`src/rtl/wb_cmd_master_if.sv`:
```
// Wishbone classic bus between one initiator and one target.
// The master modport drives the cycle, the slave modport answers it.
interface wb_bus_t;
    logic        wb_cyc;
    logic        wb_stb;
    logic        wb_we;
    logic [31:0] wb_adr;
    logic [3:0]  wb_sel;
    logic [31:0] wb_dat_ms;
    logic        wb_ack;
    logic        wb_err;
    logic [31:0] wb_dat_sm;

    modport master (
        output wb_cyc, wb_stb, wb_we, wb_adr, wb_sel, wb_dat_ms,
        input  wb_ack, wb_err, wb_dat_sm
    );

    modport slave (
        input  wb_cyc, wb_stb, wb_we, wb_adr, wb_sel, wb_dat_ms,
        output wb_ack, wb_err, wb_dat_sm
    );
endinterface

```
`src/rtl/wb_cmd_master.sv`:
```
// Single-transfer Wishbone classic master: one command in, one bus cycle, one response out.
// An optional watchdog aborts bus cycles that the slave never terminates.
module wb_cmd_master #(
    parameter int unsigned TIMEOUT_CYCLES = 16
) (
    input  logic        clk,
    input  logic        rstn_i,
    input  logic        req_valid_i,
    output logic        req_ready_o,
    input  logic        req_we_i,
    input  logic [31:0] req_adr_i,
    input  logic [3:0]  req_sel_i,
    input  logic [31:0] req_dat_i,
    output logic        rsp_valid_o,
    input  logic        rsp_ready_i,
    output logic [31:0] rsp_dat_o,
    output logic        rsp_err_o,
    output logic        rsp_timeout_o,
    output logic        busy_o,
    wb_bus_t.master     wb_bus
);

    localparam int unsigned ADR_W   = 32;
    localparam int unsigned DAT_W   = 32;
    localparam int unsigned SEL_W   = 4;
    localparam int unsigned CNT_W   = (TIMEOUT_CYCLES == 0) ? 1 : $clog2(TIMEOUT_CYCLES + 1);
    localparam int unsigned TO_LAST = (TIMEOUT_CYCLES == 0) ? 0 : TIMEOUT_CYCLES - 1;

    typedef enum logic [1:0] {IDLE, BUS, RESP} state_e;

    state_e             state_q, state_d;
    logic               cyc_q, cyc_d;
    logic               we_q, we_d;
    logic [ADR_W-1:0]   adr_q, adr_d;
    logic [SEL_W-1:0]   sel_q, sel_d;
    logic [DAT_W-1:0]   dat_q, dat_d;
    logic               rsp_valid_q, rsp_valid_d;
    logic [DAT_W-1:0]   rsp_dat_q, rsp_dat_d;
    logic               rsp_err_q, rsp_err_d;
    logic               rsp_to_q, rsp_to_d;
    logic [CNT_W-1:0]   cnt_q, cnt_d;
    logic               timeout_hit;

    assign timeout_hit = (TIMEOUT_CYCLES != 0) && (cnt_q == CNT_W'(TO_LAST));

    // State and all registered bus/response outputs
    always_ff @(posedge clk) begin
        if (!rstn_i) begin
            state_q     <= IDLE;
            cyc_q       <= 1'b0;
            we_q        <= 1'b0;
            adr_q       <= '0;
            sel_q       <= '0;
            dat_q       <= '0;
            rsp_valid_q <= 1'b0;
            rsp_dat_q   <= '0;
            rsp_err_q   <= 1'b0;
            rsp_to_q    <= 1'b0;
            cnt_q       <= '0;
        end else begin
            state_q     <= state_d;
            cyc_q       <= cyc_d;
            we_q        <= we_d;
            adr_q       <= adr_d;
            sel_q       <= sel_d;
            dat_q       <= dat_d;
            rsp_valid_q <= rsp_valid_d;
            rsp_dat_q   <= rsp_dat_d;
            rsp_err_q   <= rsp_err_d;
            rsp_to_q    <= rsp_to_d;
            cnt_q       <= cnt_d;
        end
    end

    // Next-state and next-output logic; err outranks ack, ack outranks the watchdog
    always_comb begin
        state_d     = state_q;
        cyc_d       = cyc_q;
        we_d        = we_q;
        adr_d       = adr_q;
        sel_d       = sel_q;
        dat_d       = dat_q;
        rsp_valid_d = rsp_valid_q;
        rsp_dat_d   = rsp_dat_q;
        rsp_err_d   = rsp_err_q;
        rsp_to_d    = rsp_to_q;
        cnt_d       = cnt_q;

        unique case (state_q)
            IDLE: begin
                if (req_valid_i) begin
                    we_d    = req_we_i;
                    adr_d   = req_adr_i;
                    sel_d   = req_sel_i;
                    dat_d   = req_we_i ? req_dat_i : '0;
                    cyc_d   = 1'b1;
                    cnt_d   = '0;
                    state_d = BUS;
                end
            end
            BUS: begin
                if (wb_bus.wb_err) begin
                    cyc_d       = 1'b0;
                    rsp_valid_d = 1'b1;
                    rsp_err_d   = 1'b1;
                    rsp_to_d    = 1'b0;
                    rsp_dat_d   = '0;
                    state_d     = RESP;
                end else if (wb_bus.wb_ack) begin
                    cyc_d       = 1'b0;
                    rsp_valid_d = 1'b1;
                    rsp_err_d   = 1'b0;
                    rsp_to_d    = 1'b0;
                    rsp_dat_d   = we_q ? '0 : wb_bus.wb_dat_sm;
                    state_d     = RESP;
                end else if (timeout_hit) begin
                    cyc_d       = 1'b0;
                    rsp_valid_d = 1'b1;
                    rsp_err_d   = 1'b1;
                    rsp_to_d    = 1'b1;
                    rsp_dat_d   = '0;
                    state_d     = RESP;
                end else if (cnt_q != '1) begin
                    cnt_d = cnt_q + CNT_W'(1);
                end
            end
            RESP: begin
                if (rsp_ready_i) begin
                    rsp_valid_d = 1'b0;
                    rsp_err_d   = 1'b0;
                    rsp_to_d    = 1'b0;
                    state_d     = IDLE;
                end
            end
            default: state_d = IDLE;
        endcase
    end

    assign req_ready_o      = (state_q == IDLE);
    assign busy_o           = (state_q != IDLE);
    assign rsp_valid_o      = rsp_valid_q;
    assign rsp_dat_o        = rsp_dat_q;
    assign rsp_err_o        = rsp_err_q;
    assign rsp_timeout_o    = rsp_to_q;
    assign wb_bus.wb_cyc    = cyc_q;
    assign wb_bus.wb_stb    = cyc_q;
    assign wb_bus.wb_we     = we_q;
    assign wb_bus.wb_adr    = adr_q;
    assign wb_bus.wb_sel    = sel_q;
    assign wb_bus.wb_dat_ms = dat_q;

endmodule

```
`src/flat_wrapper.sv`:
```
// flat-port wrapper written by rule: the top's interface ports become plain ports
module wb_cmd_master_flat 
#(
    parameter int unsigned TIMEOUT_CYCLES = 16
)
  (clk, rstn_i, req_valid_i, req_ready_o, req_we_i, req_adr_i, req_sel_i, req_dat_i, rsp_valid_o, rsp_ready_i, rsp_dat_o, rsp_err_o, rsp_timeout_o, busy_o, wb_bus_wb_cyc, wb_bus_wb_stb, wb_bus_wb_we, wb_bus_wb_adr, wb_bus_wb_sel, wb_bus_wb_dat_ms, wb_bus_wb_ack, wb_bus_wb_err, wb_bus_wb_dat_sm);
  wb_bus_t wb_bus_i ();
  input  logic clk;
  input  logic rstn_i;
  input  logic req_valid_i;
  output logic req_ready_o;
  input  logic req_we_i;
  input  logic [31:0] req_adr_i;
  input  logic [3:0] req_sel_i;
  input  logic [31:0] req_dat_i;
  output logic rsp_valid_o;
  input  logic rsp_ready_i;
  output logic [31:0] rsp_dat_o;
  output logic rsp_err_o;
  output logic rsp_timeout_o;
  output logic busy_o;
  output wire logic [$bits(wb_bus_i.wb_cyc)-1:0] wb_bus_wb_cyc;
  output wire logic [$bits(wb_bus_i.wb_stb)-1:0] wb_bus_wb_stb;
  output wire logic [$bits(wb_bus_i.wb_we)-1:0] wb_bus_wb_we;
  output wire logic [$bits(wb_bus_i.wb_adr)-1:0] wb_bus_wb_adr;
  output wire logic [$bits(wb_bus_i.wb_sel)-1:0] wb_bus_wb_sel;
  output wire logic [$bits(wb_bus_i.wb_dat_ms)-1:0] wb_bus_wb_dat_ms;
  input wire logic [$bits(wb_bus_i.wb_ack)-1:0] wb_bus_wb_ack;
  input wire logic [$bits(wb_bus_i.wb_err)-1:0] wb_bus_wb_err;
  input wire logic [$bits(wb_bus_i.wb_dat_sm)-1:0] wb_bus_wb_dat_sm;
  assign wb_bus_wb_cyc = wb_bus_i.wb_cyc;
  assign wb_bus_wb_stb = wb_bus_i.wb_stb;
  assign wb_bus_wb_we = wb_bus_i.wb_we;
  assign wb_bus_wb_adr = wb_bus_i.wb_adr;
  assign wb_bus_wb_sel = wb_bus_i.wb_sel;
  assign wb_bus_wb_dat_ms = wb_bus_i.wb_dat_ms;
  assign wb_bus_i.wb_ack = wb_bus_wb_ack;
  assign wb_bus_i.wb_err = wb_bus_wb_err;
  assign wb_bus_i.wb_dat_sm = wb_bus_wb_dat_sm;
  wb_cmd_master #(.TIMEOUT_CYCLES(TIMEOUT_CYCLES)) u_core (.clk(clk), .rstn_i(rstn_i), .req_valid_i(req_valid_i), .req_ready_o(req_ready_o), .req_we_i(req_we_i), .req_adr_i(req_adr_i), .req_sel_i(req_sel_i), .req_dat_i(req_dat_i), .rsp_valid_o(rsp_valid_o), .rsp_ready_i(rsp_ready_i), .rsp_dat_o(rsp_dat_o), .rsp_err_o(rsp_err_o), .rsp_timeout_o(rsp_timeout_o), .busy_o(busy_o), .wb_bus(wb_bus_i));
endmodule
```
`config.mk`:
```
export PLATFORM = sky130hd
export DESIGN_NAME = wb_cmd_master_flat
export DESIGN_NICKNAME = d
export VERILOG_FILES = /design/src/rtl/wb_cmd_master_if.sv /design/src/rtl/wb_cmd_master.sv /design/src/flat_wrapper.sv
export SDC_FILE = /design/constraint.sdc
export NUM_CORES = 1
export LEC_CHECK = 0
export CAP_MARGIN = 20
export CORE_AREA = 3 3 114 116
export CTS_CLUSTER_SIZE = 12
export DETAILED_ROUTE_END_ITERATION = 10
export DIE_AREA = 0 0 117 119
export GPL_ROUTABILITY_DRIVEN = 1
export MAX_ROUTING_LAYER = met4
export PLACE_DENSITY = 0.75
export SETUP_SLACK_MARGIN = 0.3
export SLEW_MARGIN = 20
export SYNTH_ARGS = -nofsm -noshare
export SYNTH_HDL_FRONTEND = slang
export SYNTH_SLANG_ARGS = --single-unit
export TNS_END_PERCENT = 30
```
`constraint.sdc`:
```
create_clock -name clk -period 2 [get_ports clk]
set_input_delay 0.4 -clock clk [delete_from_list [all_inputs] [get_ports clk]]
set_output_delay 0.4 -clock clk [all_outputs]
set_load 0.03 [all_outputs]
```
=== Word-level counts from Yosys, hierarchy flattened ===
Index checks and enable logic that the tools add are counted.

* Input port bits: 107
* Flip-flop bits (word level): 112
* Word-level logic and storage cells: 66
* Output and inout bits: 108

* Eq/ne operators: 11
* Reductions and logical operators: 11
* $add $sub $neg: 1
* Multiplexer cells: 32

{| class="wikitable"
|+ Operator list
! cell !! count
|-
| 32-bit 2-to-1 mux || 5
|-
| 5-bit 2-to-1 mux || 5
|-
| 1-bit 2-to-1 mux || 11
|-
| 2-bit 2-to-1 mux || 5
|-
| 2-bit inequality test, second input constant || 5
|-
| 5-bit case mux with 2 select lines || 1
|-
| 3-bit AND reduction || 3
|-
| 1-bit case mux with 2 select lines || 4
|-
| 2-bit case mux with 3 select lines || 1
|-
| 6-bit AND reduction || 1
|-
| 2-bit nonzero test || 3
|-
| 5-bit by 1-bit adder with 5-bit output, second input constant || 1
|-
| 5-bit by 4-bit == test with 1-bit output, second input constant || 1
|-
| 5-bit inequality test, second input constant || 1
|-
| 4-bit by 3-bit inequality test with 1-bit output, second input constant || 1
|-
| 2-bit AND reduction || 2
|-
| 3-bit nonzero test || 1
|-
| 2-bit by 1-bit == test with 1-bit output, second input constant || 1
|-
| 2-bit == test, second input constant || 1
|-
| 2-bit logical NOT || 1
|-
| 2-bit by 1-bit inequality test with 1-bit output, second input constant || 1
|}

=== Longest topological paths before layout ===
* Word-level depth: 6
* Gate-level depth with buffers: 8
* Mapped depth without buffers: 6

=== Worst setup path before layout ===
OpenSTA, ideal clock, no wires.

* Path kind: register to register
* Start: register u_core.cnt_q[0]
* End: register u_core.cnt_q[2]
* Setup slack: 137 ps
* Data required time: 1868 ps
* Library setup time: 132 ps
* Stages on the path, launching flop included: 8
* Path buffers: 1
* Period minus slack after synthesis: 1863 ps
* Arrival time: 1731 ps
* Cell sequence: dfxtp_1 -> ha_1 -> and3_1 -> ha_1 -> or3_4 -> buf_6 -> o311ai_1 -> a31oi_1

* Cells in the longest elaborated chain, start to end: 6
* Elaborated cells between the ends (all ways): 11
* Classes of those cells: add/sub: 1; eq/ne: 4; mux: 5; reduce/logical: 1

{| class="wikitable"
|+ Ends and longest elaborated chain
! item !! line !! source
|-
| start, declared || wb_cmd_master.sv:41 || <nowiki>logic [CNT_W-1:0] cnt_q, cnt_d;</nowiki>
|-
| start signal, assigned || wb_cmd_master.sv:71 || <nowiki>cnt_q <= cnt_d;</nowiki>
|-
| 5-bit by 1-bit adder with 5-bit output || wb_cmd_master.sv:124 || <nowiki>cnt_d = cnt_q + CNT_W'(1);</nowiki>
|-
| 5-bit 2-to-1 mux || wb_cmd_master.sv:123 || <nowiki>end else if (cnt_q != '1) begin</nowiki>
|-
| 5-bit 2-to-1 mux || wb_cmd_master.sv:116 || <nowiki>end else if (timeout_hit) begin</nowiki>
|-
| 5-bit 2-to-1 mux || wb_cmd_master.sv:109 || <nowiki>end else if (wb_bus.wb_ack) begin</nowiki>
|-
| 5-bit 2-to-1 mux || wb_cmd_master.sv:102 || <nowiki>if (wb_bus.wb_err) begin</nowiki>
|-
| 5-bit case mux with 2 select lines || wb_cmd_master.sv:89 || <nowiki>unique case (state_q)</nowiki>
|}

Several ways; a longest one is shown, not always the timed one. The select of a mux whose other input is x is not followed.
A chain may end at the register's enable or synchronous reset.

=== Worst setup path in the final report ===
* Start: register u_core.cnt_q[0]
* End: register u_core.rsp_dat_q[10] (netlist: u_core.rsp_dat_o[10])

* Cells in the longest elaborated chain, start to end: 3

{| class="wikitable"
|+ Ends and longest elaborated chain
! item !! line !! source
|-
| 5-bit by 4-bit == test with 1-bit output || wb_cmd_master.sv:44 || <nowiki>assign timeout_hit = (TIMEOUT_CYCLES != 0) && (cnt_q == CNT_W'(TO_LAST));</nowiki>
|-
| 3-bit nonzero test (no line) || - ||
|-
| 2-bit AND reduction (no line) || - ||
|-
| end signal, assigned || wb_cmd_master.sv:68 || <nowiki>rsp_dat_q <= rsp_dat_d;</nowiki>
|-
| end, declared || wb_cmd_master.sv:38 || <nowiki>logic [DAT_W-1:0] rsp_dat_q, rsp_dat_d;</nowiki>
|}

Every way passes these cells.

==> flow_metrics.env <==
export IMPL_yosysWarnings=0
export IMPL_gp_congestion=0.788
export IMPL_die_h_um=119
export IMPL_wl_per_cell_um=15.8
export IMPL_tightest_slew_ns=0.484
export IMPL_maxSlewViolCount=0
export IMPL_clock_sinks=112
export IMPL_hpwl_um=9640
export IMPL_cts_buffer_depth=2
export IMPL_via_count=4550
export IMPL_initial_core_util=0.359
export IMPL_fp_dieW_um=117
export IMPL_area_growth_pct=64.0
export IMPL_finalCritPeriodShare=0.906
export IMPL_critPathRequiredTime_ns=2.23
export IMPL_cts_buffers=9
export IMPL_ff2ff_setup_slack_ns=0.19
export IMPL_numPortBuffers=214
export IMPL_finalClockSkew_ns=0.0105
export IMPL_io_pins=215
export IMPL_period_minus_slack_ns=1.81
export IMPL_cts_hold_buf=0
export IMPL_vdd_ir_drop_max_mv=0.627
export IMPL_hold_violations=0
export IMPL_via_per_inst=5.23
export IMPL_drc=0
export IMPL_gr_total_overflow=0
export IMPL_ys_seq_area_frac=0.520
export IMPL_grt_pass1_vias=4533
export IMPL_path_class="flop to flop"
export IMPL_core_area_um2=12000
export IMPL_worstHoldPathType="flop to flop"
export IMPL_critPathLaunchType="flop"
export IMPL_stdcell_area_um2=7080
export IMPL_grt_first_pass_wirelength_um=21700
export IMPL_power_density_nw_per_um2=741
export IMPL_grt_max_degree=70
export IMPL_ys_async_sr_fraction=0
export IMPL_synth_edff_count=0
export IMPL_startpoint="u_core.cnt_q[0]$_SDFFE_PN0P_"
export IMPL_h_tree_depth=3
export IMPL_syn_inst=521
export IMPL_dpl_cell_area_um2=6640
export IMPL_root_buffer="clkbuf_16"
export IMPL_leakage_nw=3.12
export IMPL_grt_antenna_before_repair=0
export IMPL_r2r_cells=7
export IMPL_slew_headroom=0.677
export IMPL_avgSynthCellArea_um2=8.28
export IMPL_clkTransAtPathRegs_ns=0.07
export IMPL_drtIter0Drc=276
export IMPL_syn_nets=631
export IMPL_cap_violations=0
export IMPL_synthFlopType="dfxtp_1"
export IMPL_dr_pass1_iters=6
export IMPL_clock_fmax_ghz=0.552
export IMPL_grt_util_all_layers=0.198
export IMPL_drive_gt1_frac=0.0844
export IMPL_crit_path_max_fanout=12
export IMPL_dieArea_um2=13900
export IMPL_rsz0062_at_grt="true"
export IMPL_diodes=0
export IMPL_finalSetupTns_ns=0
export IMPL_insertion_delay_ns=0.36
export IMPL_status="finished, final reports clean"
export IMPL_tritoncts="yes"
export IMPL_min_from="u_core.wb_bus.wb_dat_ms[4]$_SDFFE_PN0P_"
export IMPL_fin_ws_ns=0.188
export IMPL_wl_um=13700
export IMPL_ys_types=36
export IMPL_whs_path_depth=2
export IMPL_ant_nets=0
export IMPL_nNetsFinal=828
export IMPL_crit_arrival_ns=2.04
export IMPL_setup_viol=0
export IMPL_synth_seq_cells=112
export IMPL_dp_slack_ns=0.0226
export IMPL_end_kind="flop"
export IMPL_num_rows=40
export IMPL_netlist_area_um2=4320
export IMPL_reg2reg_from="u_core.cnt_q[0]$_SDFFE_PN0P_"
flip-flops by register name, summed over array words and instances, names as in the netlist, 2 cells and up:
signal,flops
u_core.state_q,2
u_core.wb_bus.wb_dat_ms,32
u_core.wb_bus.wb_adr,32
u_core.rsp_dat_o,32
u_core.wb_bus.wb_sel,4
u_core.cnt_q,5
stage by stage:
stage | utilization | total power, W | instances | hold WS (ns)
2_1_floorplan | - | 0.00293 | 521 | 0.468
3_3_place_gp | 0.553 | 0.00342 | 852 | 0.437
3_5_place_dp | 0.553 | 0.00344 | 852 | 0.444
4_1_cts | 0.581 | 0.00530 | 870 | 0.452
5_1_grt | 0.589 | 0.00547 | 870 | 0.465
6_report | 0.589 | 0.00524 | 870 | 0.448
cell usage in the layout (no fill, tap or decap), types with 3 or more instances in the layout:
master and count:
nand3b_1 4, nand2_1 106, o21ai_0 32, buf_12 4, nand3_1 36, dlymetal6s2s_1 35, nor3b_4 3, buf_4 21
nand4_1 34, clkdlybuf4s50_1 152, dfxtp_1 110, a21oi_1 108, clkbuf_16 9, dlygate4sd2_1 26
synthesized netlist by cell type (3+ instances only):
cell        n  share of area
inv_1       3         0.0026
nand3_1    36          0.042
nand2_1   106          0.092
dfxtp_1   112           0.52
o311ai_1    3         0.0061
buf_2      23          0.027
o21ai_0    32          0.037
buf_6       4          0.010
nand3b_1    4         0.0070
nand4_1    34          0.049
clkbuf_1   22          0.019
nor3b_2     3         0.0087
a21oi_1   108           0.13
ha_1        3         0.0087
final timing paths:
kind	to
setup / recovery	u_core.rsp_dat_o[10]$_SDFFE_PN0P_
hold / removal	u_core.wb_bus.wb_dat_ms[4]$_SDFFE_PN0P_
setup reg to reg	u_core.rsp_dat_o[10]$_SDFFE_PN0P_
hold reg to reg	u_core.wb_bus.wb_dat_ms[4]$_SDFFE_PN0P_
timing repair:
action | in CTS | in global routing
buffers inserted | 2 | 0
endpoints found under the hold margin | 0 | 0
setup endpoints to repair | 148 | 125
pin swaps | 3 | 0
resized for setup | 35 | 39
cells by family (layout without fill, tap and decap cells):
logic type | Yosys count | in the layout | share of synthesized area
compound gates | 151 | 151 | 0.182
buf+inv | 56 | 258 | 0.0644
flops | 112 | 112 | 0.520
fa+ha+maj | 3 | 3 | 0.00870
simple gates | 198 | 198 | 0.223
mux | 1 | 1 | 0.00232
power by group:
part	internal (W)	leakage [nW]	total, W	switching [W]
registers	0.00232	0.913	0.00237	0.0000486
clock network	0.00102	0.148	0.00187	0.000843
logic	0.000449	2.06	0.00100	0.000555
area by class of cell:
cell class | count | area (µm²)
tap | 147 | 184
sequential | 112 | 2240
clock inverter | 6 | 73.8
inverter | 3 | 12.5
multi-input combinational | 353 | 1890
fill | 1055 | 4930
timing repair buffer | 239 | 2430
clock buffer | 10 | 239
per-layer routing:
layer	track usage	share of wire	vias up
met5	-	0	-
met4	0.0495	0.016	0
met3	0.0818	0.080	16
met2	0.331	0.51	171
met1	0.216	0.39	2159
li1	-	-	2204
worst max-delay path, cell delays in order (launching register included):
cell,delay (ns)
dfxtp_2,0.37
ha_4,0.17
and3_4,0.19
ha_4,0.17
or3_4,0.39
buf_4,0.21
nand4_1,0.11
a21oi_1,0.08
(Power assumes the default switching activity.)
